## src/rtl/g1_pkg.sv

```systemverilog
// Shared definitions for the g1 arbiter: default widths, requester count and
// the FSM state encoding.
package g1_pkg;

    localparam int G1_NREQ = 4;
    localparam int G1_XW   = 4;
    localparam int G1_YW   = 2;
    localparam int G1_IDW  = 2;

    typedef enum logic [1:0] {
        IDLE = 2'd0,
        EXEC = 2'd1,
        RESP = 2'd2
    } g1_state_e;

endpackage

```

## src/rtl/g1_arbiter_if.sv

```systemverilog
// Requester/consumer bus of the g1 arbiter: level requests with operands in,
// one-hot grant pulse and a valid/ready result channel out.
interface g1_arbiter_if #(
    parameter int NREQ = g1_pkg::G1_NREQ,
    parameter int XW   = g1_pkg::G1_XW,
    parameter int YW   = g1_pkg::G1_YW
) ();

    logic [NREQ-1:0]    req;
    logic [NREQ*XW-1:0] req_x;
    logic [NREQ-1:0]    gnt;
    logic               busy;
    logic               rsp_valid;
    logic [1:0]         rsp_id;
    logic [YW-1:0]      rsp_y;
    logic               rsp_ready;

    modport slave (
        input  req, req_x, rsp_ready,
        output gnt, busy, rsp_valid, rsp_id, rsp_y
    );

    modport master (
        output req, req_x, rsp_ready,
        input  gnt, busy, rsp_valid, rsp_id, rsp_y
    );

endinterface

```

## src/rtl/g1_arbiter_g1.sv

```systemverilog
// Shared g1 function unit: folds the operand bits into the result width by XOR,
// so bit i of x contributes to bit (i mod YW) of y.
module g1_behavioral
    import g1_pkg::*;
#(
    parameter int XW = G1_XW,
    parameter int YW = G1_YW
) (
    input  logic [XW-1:0] x,
    output logic [YW-1:0] y
);

    always_comb begin
        y = '0;
        for (int i = 0; i < XW; i++) begin
            y[i % YW] = y[i % YW] ^ x[i];
        end
    end

endmodule

```

## src/rtl/g1_arbiter.sv

```systemverilog
// Round-robin arbiter sharing one g1 unit between NREQ requesters; one operand
// in flight at a time, result held on a valid/ready channel until consumed.
module g1_arbiter
    import g1_pkg::*;
#(
    parameter int NREQ = G1_NREQ,
    parameter int XW   = G1_XW,
    parameter int YW   = G1_YW
) (
    input  logic         clk,
    input  logic         rst_n,
    g1_arbiter_if.slave  bus
);

    g1_state_e          state_q, state_d;
    logic [XW-1:0]      x_q, x_d;
    logic [G1_IDW-1:0]  id_q, id_d;
    logic [YW-1:0]      y_q, y_d;
    logic [G1_IDW-1:0]  last_q, last_d;
    logic [NREQ-1:0]    gnt_q, gnt_d;
    logic               rsp_valid_q, rsp_valid_d;
    logic               busy_q, busy_d;

    logic [YW-1:0]      g1_y;
    logic [G1_IDW-1:0]  win;
    logic               grant_ok;

    // Search starts just past the previous winner and wraps.
    function automatic logic [G1_IDW-1:0] rr_pick(
        input logic [NREQ-1:0]   r,
        input logic [G1_IDW-1:0] last
    );
        logic [G1_IDW-1:0] idx;
        logic              found;
        rr_pick = last;
        found   = 1'b0;
        for (int k = 1; k <= NREQ; k++) begin
            idx = G1_IDW'((int'(last) + k) % NREQ);
            if (!found && r[idx]) begin
                rr_pick = idx;
                found   = 1'b1;
            end
        end
    endfunction

    g1_behavioral #(
        .XW (XW),
        .YW (YW)
    ) u_g1 (
        .x (x_q),
        .y (g1_y)
    );

    always_comb begin
        state_d  = state_q;
        x_d      = x_q;
        id_d     = id_q;
        y_d      = y_q;
        last_d   = last_q;
        gnt_d    = '0;
        grant_ok = 1'b0;
        win      = rr_pick(bus.req, last_q);

        case (state_q)
            IDLE: grant_ok = |bus.req;
            EXEC: begin
                y_d     = g1_y;
                state_d = RESP;
            end
            RESP: begin
                if (bus.rsp_ready) begin
                    grant_ok = |bus.req;
                    state_d  = IDLE;
                end
            end
            default: state_d = IDLE;
        endcase

        // A grant from IDLE or from a completing RESP looks the same.
        if (grant_ok) begin
            x_d     = bus.req_x[int'(win)*XW +: XW];
            id_d    = win;
            last_d  = win;
            gnt_d   = NREQ'(1) << win;
            state_d = EXEC;
        end

        rsp_valid_d = (state_d == RESP);
        busy_d      = (state_d != IDLE);
    end

    always_ff @(posedge clk or negedge rst_n) begin
        if (!rst_n) begin
            state_q     <= IDLE;
            x_q         <= '0;
            id_q        <= '0;
            y_q         <= '0;
            last_q      <= G1_IDW'(NREQ - 1);
            gnt_q       <= '0;
            rsp_valid_q <= 1'b0;
            busy_q      <= 1'b0;
        end else begin
            state_q     <= state_d;
            x_q         <= x_d;
            id_q        <= id_d;
            y_q         <= y_d;
            last_q      <= last_d;
            gnt_q       <= gnt_d;
            rsp_valid_q <= rsp_valid_d;
            busy_q      <= busy_d;
        end
    end

    assign bus.gnt       = gnt_q;
    assign bus.busy      = busy_q;
    assign bus.rsp_valid = rsp_valid_q;
    assign bus.rsp_id    = id_q;
    assign bus.rsp_y     = y_q;

endmodule

```

## src/flat_wrapper.sv

```systemverilog
// flat-port wrapper written by rule: the top's interface ports become plain ports
module g1_arbiter_flat import g1_pkg::*;
#(
    parameter int NREQ = G1_NREQ,
    parameter int XW   = G1_XW,
    parameter int YW   = G1_YW
)
  (clk, rst_n, bus_req, bus_req_x, bus_rsp_ready, bus_gnt, bus_busy, bus_rsp_valid, bus_rsp_id, bus_rsp_y);
  g1_arbiter_if #(.NREQ(NREQ), .XW(XW), .YW(YW)) bus_i ();
  input  logic clk;
  input  logic rst_n;
  input wire logic [$bits(bus_i.req)-1:0] bus_req;
  input wire logic [$bits(bus_i.req_x)-1:0] bus_req_x;
  input wire logic [$bits(bus_i.rsp_ready)-1:0] bus_rsp_ready;
  output wire logic [$bits(bus_i.gnt)-1:0] bus_gnt;
  output wire logic [$bits(bus_i.busy)-1:0] bus_busy;
  output wire logic [$bits(bus_i.rsp_valid)-1:0] bus_rsp_valid;
  output wire logic [$bits(bus_i.rsp_id)-1:0] bus_rsp_id;
  output wire logic [$bits(bus_i.rsp_y)-1:0] bus_rsp_y;
  assign bus_i.req = bus_req;
  assign bus_i.req_x = bus_req_x;
  assign bus_i.rsp_ready = bus_rsp_ready;
  assign bus_gnt = bus_i.gnt;
  assign bus_busy = bus_i.busy;
  assign bus_rsp_valid = bus_i.rsp_valid;
  assign bus_rsp_id = bus_i.rsp_id;
  assign bus_rsp_y = bus_i.rsp_y;
  g1_arbiter #(.NREQ(NREQ), .XW(XW), .YW(YW)) u_core (.clk(clk), .rst_n(rst_n), .bus(bus_i));
endmodule
```

## config.mk

```make
export PLATFORM = sky130hd
export DESIGN_NAME = g1_arbiter_flat
export DESIGN_NICKNAME = d
export VERILOG_FILES = /design/src/rtl/g1_pkg.sv /design/src/rtl/g1_arbiter_if.sv /design/src/rtl/g1_arbiter_g1.sv /design/src/rtl/g1_arbiter.sv /design/src/flat_wrapper.sv
export SDC_FILE = /design/constraint.sdc
export NUM_CORES = 1
export LEC_CHECK = 0
export ABC_CLOCK_PERIOD_IN_PS = 1800
export CAP_MARGIN = 20
export CORE_MARGIN = 2
export CORE_UTILIZATION = 54
export DETAILED_ROUTE_END_ITERATION = 7
export DONT_BUFFER_PORTS = 1
export PLACE_DENSITY = 0.75
export RECOVER_POWER = 100
export SYNTH_ARGS = -nofsm -noshare
export SYNTH_HDL_FRONTEND = slang
export SYNTH_HIERARCHICAL = 1
export SYNTH_SLANG_ARGS = --single-unit
```

## constraint.sdc

```tcl
create_clock -name clk -period 1.8 [get_ports clk]
set_input_delay 0.54 -clock clk [delete_from_list [all_inputs] [get_ports clk]]
set_output_delay 0.54 -clock clk [all_outputs]
set_load 0.1 [all_outputs]
```

=== After elaboration in Yosys (flattened, before gate mapping) ===
Index checks and enable logic that the tools add are counted.

* Order comparisons: 4
* Bitwise logic cells: 2
* Mux-type cells: 21
* Shift operators: 2
* $add $sub $neg: 4
* Reduce and logical (&&, ||, !) cells: 9
* Eq/ne operators: 3

{| class="wikitable"
|+ Operator list
! cell !! count
|-
| $shiftx 16x5->4 || 1
|-
| $lt 2x3->1 const B || 4
|-
| $mux 2 || 6
|-
| $bmux 1 s2 || 4
|-
| $mux 1 || 8
|-
| $pmux 2 s3 || 1
|-
| $add 2x1->2 const B || 2
|-
| $add 2x2->2 const B || 2
|-
| $eq 2x2->1 const B || 2
|-
| $mux 4 || 1
|-
| $reduce_or 4->1 || 1
|-
| $shl 1x2->4 const A || 1
|-
| $logic_and 1x1->1 || 3
|-
| $logic_not 1->1 || 3
|-
| $eq 2x1->1 const B || 1
|-
| $logic_not 2->1 || 1
|-
| $pmux 1 s2 || 1
|-
| $reduce_bool 2->1 || 1
|-
| $xor 1x1->1 || 2
|}

* Logic and storage cells: 53
* Output and inout bits: 10
* Input bits: 23
* Register bits: 18

=== Longest topological paths before layout ===
Gate-level depths: netlist of run 1.

* Depth after elaboration: 15
* Gate-level depth with buffers: 6
* Depth with buffers taken out: 5

=== Cells and area by module ===
Netlist of run 1, hierarchy kept.

{| class="wikitable"
|+ By module, submodules not included
! module !! area each (µm²) !! instances !! cells an instance !! seq. area each (µm²)
|-
| g1_arbiter || 904.6 || 1 || 85 || 452.9
|-
| g1_behavioral || 17.5 || 1 || 2 || 0.0
|}

=== Worst setup path after synthesis of run 1 ===
OpenSTA, ideal clock, no wires.

* Path type: reg2reg
* Start point: reg u_core.last_q[1]
* End point: reg u_core.x_q[0]
* Library setup time: 0.132 ns
* Data arrival time: 1.580 ns
* Path slack: 0.088 ns
* Period minus slack after synthesis: 1.712 ns
* Stages on the path, launching flop included: 7
* Buffers on the path: 1
* Data required time: 1.668 ns
* Cell sequence: dfstp_2 nand2_1 and3_1 buf_6 nor3_4 mux2i_1 o211ai_2

* Longest elaborated chain between the ends: 14
* Elaborated cells on any way between the ends: 26
* Those cells by class: 4 x add/sub; 1 x shift; 15 x mux; 6 x reduce/logical

{| class="wikitable"
|+ RTL lines
! what !! RTL line !! text
|-
| start, declared || g1_arbiter.sv:19 || <nowiki>logic [G1_IDW-1:0] last_q, last_d;</nowiki>
|-
| start signal, assigned || g1_arbiter.sv:98 || <nowiki>last_q <= G1_IDW'(NREQ - 1);</nowiki>
|-
| start signal, assigned || g1_arbiter.sv:107 || <nowiki>last_q <= last_d;</nowiki>
|-
| $add 2x1->2 || g1_arbiter.sv:38 || <nowiki>idx = G1_IDW'((int'(last) + k) % NREQ);</nowiki>
|-
| $bmux 1 s2 || g1_arbiter.sv:39 || <nowiki>if (!found && r[idx]) begin</nowiki>
|-
| $mux 1 (implied by the code) || g1_arbiter.sv:39 ||
|-
| $mux 1 || g1_arbiter.sv:39 ||
|-
| $logic_not 1->1 || g1_arbiter.sv:39 ||
|-
| $logic_and 1x1->1 || g1_arbiter.sv:39 ||
|-
| $mux 1 || g1_arbiter.sv:39 ||
|-
| $logic_not 1->1 || g1_arbiter.sv:39 ||
|-
| $logic_and 1x1->1 || g1_arbiter.sv:39 ||
|-
| $mux 1 || g1_arbiter.sv:39 ||
|-
| $logic_not 1->1 || g1_arbiter.sv:39 ||
|-
| $logic_and 1x1->1 || g1_arbiter.sv:39 ||
|-
| $mux 2 (*) || g1_arbiter.sv:39 ||
|-
| $shiftx 16x5->4 (*) || g1_arbiter.sv:81 || <nowiki>x_d = bus.req_x[int'(win)*XW +: XW];</nowiki>
|-
| end signal, assigned || g1_arbiter.sv:95 || <nowiki>x_q <= '0;</nowiki>
|-
| end signal, assigned || g1_arbiter.sv:104 || <nowiki>x_q <= x_d;</nowiki>
|-
| end, declared || g1_arbiter.sv:16 || <nowiki>logic [XW-1:0] x_q, x_d;</nowiki>
|}

Mark *: on every way between the ends. The rest lies on a longest branch, timed or not. The select of a mux whose other input is x is not followed.
A chain may end at the register's enable or synchronous reset.

=== Final worst setup path of run 1 ===
* Start point: reg u_core.last_q[1]
* End point: reg u_core.x_q[1]

Same word-level chain as after synthesis.

==> results.ini, run 1 <==
[clocking]
cts_num_sinks=18
h-tree-depth=1
clockBufferDepth=2
cts_tree=yes
cts_root_buffer=clkbuf_4
numCtsBuffers=3
clock_latency_ps=300
clk_transition_reported_paths_ps=100

[timing]
rsz0062_at_grt=no
final.setup.tns_ps=0
skew_ps=4.38
fin_crit_sh=0.954
final_max_slew_viol_count=0
setup_viol=0
max_slew_margin=0.539
holdWs_ps=67.9
layout_min_cycle_time_ps=1720
fmax_mhz=583
fin_ws_ps=83.3
hold_viol_final=0
worstMarginPinSlew_ps=690

[floorplanning]
dieArea_sq_mm=0.00205
fp-row-count=14
initial_core_util=0.591
pin_count=33
die-height_um=45.3
core_sq_mm=0.00156
dieWidth_um=45.3

[synth]
netlist_top_cells_count=dfrtp_1 (16), nand2_1 (7), nand2b_1 (6)
synth_ff_type=dfrtp_1
mappedNetlistArea_sq_um=922
synthTopCellsByArea=dfrtp_1 (43%), dfstp_2 (5.7%), o211ai_2 (5.4%)
yosysMostFrequentCell=dfrtp_1
synth.yosys.seq_area_share=0.491
ys_warn_count=6
synthesis.nets=110
synth.top_cell.area_share=0.434
syn_inst=87
synth-async-reset-ratio=1.00
synth-seq-cells=18
ys_types=28
yosys.area.top_type=dfrtp_1
synth_edf_count=0
syn_avg_cell_area_sq_um=10.6

[worst_setup_path]
crit_fanout=8
reg2reg_depth=6
crit_required_ps=1980
cp-end-kind=flip-flop
critPathLaunchType=flip-flop
path_class=reg -> reg
critPathArrivalTime_ps=1890

[global_route]
grt_max_degree=17
antenna_found_initial=0
grt_pass1_vias=689
grt_pass1_wl_mm=2.88
track_usage=0.200
overflow=0

[layout]
drive_above_1_share=0.324
finish.utilization=0.702
antenna_cells=0
area_growth_pct=18.7
nNetsFinal=132

[detailed_routing]
detail_route.wl_per_cell_um=15.0
drc=0
vias_per_cell=5.90
wl_mm=1.86
drt.antenna.violating_nets=0
drtPass1Iterations=4
drt_iter0_drc=10
num_vias=731

[place]
place_ws_ps=7.88
port_buffers=0
dp_hpwl_mm=1.35
routabilityCongestion=0.761

[job]
drv_cap=0

[status]
outcome=complete, no violations

[hold_path]
hold_path.class=in -> async

cells in the final DEF (no fill, tap or decap), types with 3 or more instances in the layout:
master,n
nand2_1,7
nor2_1,4
o211ai_2,4
a211o_1,5
o21ai_0,4
mux2i_1,3
clkbuf_4,3
nand2b_1,6
o31ai_1,4
clkbuf_2,10
a21oi_1,3
dfrtp_1,16
nand4_1,4
buf_4,5
kinds of logic (layout without fill, tap and decap cells):
logic type | count (synthesis) | after routing | synth area share
AOI/OAI and AO/OA | 24 | 24 | 0.202
xor gates and xnor gates | 2 | 2 | 0.0190
buffers and inverters | 5 | 26 | 0.0285
DFF | 18 | 18 | 0.491
muxes | 6 | 6 | 0.0678
and+or+nand+nor | 32 | 32 | 0.191
routing by layer:
layer  vias to the layer above  track usage  wire length [um]
li1                        363            -                 -
met1                       339        0.252               810
met2                        27        0.337               945
met3                         2       0.0440                89
met4                         0       0.0706                19
met5                         -            0                 0
critical path, stage by stage, from the launching register on:
cell	delay (ps)
dfstp_2	610
nand2_1	90
and3_4	200
nor3_4	240
buf_6	150
mux2i_2	220
o211ai_2	90
sequential cells by signal, summed over array words and instances (netlist names):
name                  flops
u_core/bus.rsp_y          2
u_core/bus.rsp_id         2
u_core/bus.gnt            4
u_core/last_q             2
u_core/state_q            2
u_core/bus.rsp_valid      1
u_core/bus.busy           1
u_core/x_q                4
final cells by class:
type | count | area (sq um)
clock buffer | 4 | 36.3
fill | 140 | 464
inverter | 3 | 11.3
timing repair buffer | 19 | 116
sequential | 18 | 453
multi-input combinational | 64 | 458
tap | 16 | 20.0
worst paths after layout:
| kind | start | endpoint | slack, ps |
|---|---|---|---|
| max | u_core/last_q[1] | u_core/x_q[1] | 80 |
| min | rst_n | u_core/last_q[0] | 70 |
| max reg2reg | u_core/last_q[1] | u_core/x_q[1] | 80 |
| min reg2reg | u_core/bus.rsp_y[1] | u_core/bus.rsp_y[1] | 520 |
| max in group asynchronous | rst_n | u_core/bus.busy | 650 |
| min in group clk | bus_req_x[4] | u_core/x_q[0] | 450 |
metrics by stage:
step           std cells  cell area [sq um]
2_1_floorplan         87                922
3_3_place_gp         116               1040
3_5_place_dp         116               1040
4_1_cts              124               1110
5_1_grt              124               1090
6_report             124               1090
what timing repair did:
item                       CTS  global route
pin swaps                    1             1
setup buffers                3             0
gates resized for setup      0             5
setup endpoints to repair    3             2
hold buffers                 1             0
hold endpoints to repair    16             0
Power of run 1 is not shown: default switching activity piles up to over one toggle a cycle in this logic, so the estimate is an artifact.
==> inputs of run 2 (changes only) <==
Settings changed: REMOVE_ABC_BUFFERS set to 1.
==> results.ini, run 2 (same netlist as run 1, synthesis figures left out) <==
[detailed_routing]
drt_iter0_drc=37
drtPass1Iterations=4
wl_met1_um=830
num_vias=747
vias_per_cell=6.12
wl_mm=1.91
drt.antenna.violating_nets=0
drc=0
met2_length_um=952
top_layer=met4
wl_met3_um=114
detail_route.wl_per_cell_um=15.7

[global_route]
grt_pass1_wl_mm=3.08
antenna_found_initial=0
track_usage=0.209
grt_max_degree=17
overflow=0
grt_pass1_vias=712

[place]
dp_hpwl_mm=1.44
port_buffers=0
routabilityCongestion=0.770
place_ws_ps=-27.9

[timing]
setup_viol=0
skew_ps=2.81
worstMarginPinSlew_ps=713
fin_ws_ps=60.9
fmax_mhz=575
hold_viol_final=0
layout_min_cycle_time_ps=1740
max_slew_margin=0.523
fin_crit_sh=0.966
final_max_slew_viol_count=0

[clocking]
h-tree-depth=1
cts_tree=yes
clockBufferDepth=2
cts_root_buffer=clkbuf_4
cts_num_sinks=18
clk_transition_reported_paths_ps=90
clock_latency_ps=280
numCtsBuffers=3

[worst_setup_path]
critPathLaunchType=flip-flop
cpPeakStageDelay_ps=600
path_class=reg -> reg
path_buf_inv=1
critPathArrivalTime_ps=1900
crit_fanout=8
path_cells=nand2_1 -> and3_1 -> buf_4 -> o31ai_1 -> a211o_1 -> o211ai_2
cp-end-kind=flip-flop
cp_slowest_cell=dfstp_2
crit_family=flip-flops
crit_required_ps=1960
rrSetupSlack_ps=60

[status]
outcome=complete, no violations

[layout]
num-fill-cells=119
drive_above_1_share=0.321
final_cell_mix=dfrtp_1 (16), clkbuf_2 (10), nand2_1 (7), nand2b_1 (6), a211o_1 (5)
multiInputGateArea_sq_um=472
register_area_sq_um=453
nNetsFinal=131
antenna_cells=0
area_growth_pct=17.9
mostFrequentLayoutCell=dfrtp_1

[floorplanning]
initial_core_util=0.591
pin_count=33
core_sq_mm=0.00156
fp-row-count=14
dieWidth_um=45.3
die-height_um=45.3
dieArea_sq_mm=0.00205

[job]
drv_cap=0

[hold_path]
hold_path.class=in -> async

-- run 2: changes by cell type in the layout (fill, tap and decap cells not counted), sizes merged --
cell    delta
clkbuf     -1
buf        -1
-- run 2: per-layer routing --
layer | global-route usage | vias up
li1 | - | 368
met1 | 0.284 | 344
met2 | 0.329 | 33
met3 | 0.0320 | 2
met4 | 0.0941 | 0
met5 | 0 | -
-- run 2: worst paths after layout --
path | start | to | depth (start not counted)
worst min register to register | u_core/bus.rsp_y[1] | u_core/bus.rsp_y[1] | 1
worst max-delay path | u_core/last_q[1] | u_core/x_q[0] | 6
min in group clk | bus_rsp_ready | u_core/bus.rsp_valid | 2
max in group asynchronous | rst_n | u_core/bus.gnt[0] | 1
worst min-delay path | rst_n | u_core/last_q[0] | 0
worst max register to register | u_core/last_q[1] | u_core/x_q[0] | 6
-- run 2: timing repair --
item | 4_1_cts | 5_1_grt
setup buffers | 2 | 0
pin swaps | 1 | 0
hold buffers | 1 | 0
resized for setup | 0 | 7
endpoints found under the setup margin | 1 | 4
endpoints found under the hold margin | 16 | 0
-- run 2: layout make-up --
class | instances | share of cell area
sequential | 18 | 0.417
clock buffer | 3 | 0.0207
multi-input combinational | 64 | 0.434
inverter | 3 | 0.0104
timing repair buffer | 18 | 0.100
tap | 16 | 0.0184
-- run 2: per-stage QoR --
| stage | hold slack [ps] | util | TNS, ps | cells | area (sq um) |
|---|---|---|---|---|---|
| 2_1_floorplan | 244 | - | -20.0 | 85 | 907 |
| 3_3_place_gp | 245 | 0.667 | 0 | 116 | 1040 |
| 3_5_place_dp | 245 | 0.667 | -27.9 | 116 | 1040 |
| 4_1_cts | 83.2 | 0.697 | 0 | 122 | 1090 |
| 5_1_grt | 65.9 | 0.697 | -23.3 | 122 | 1090 |
| 6_report | 88.9 | 0.697 | 0 | 122 | 1090 |
Power of run 2 is left out for the same reason.
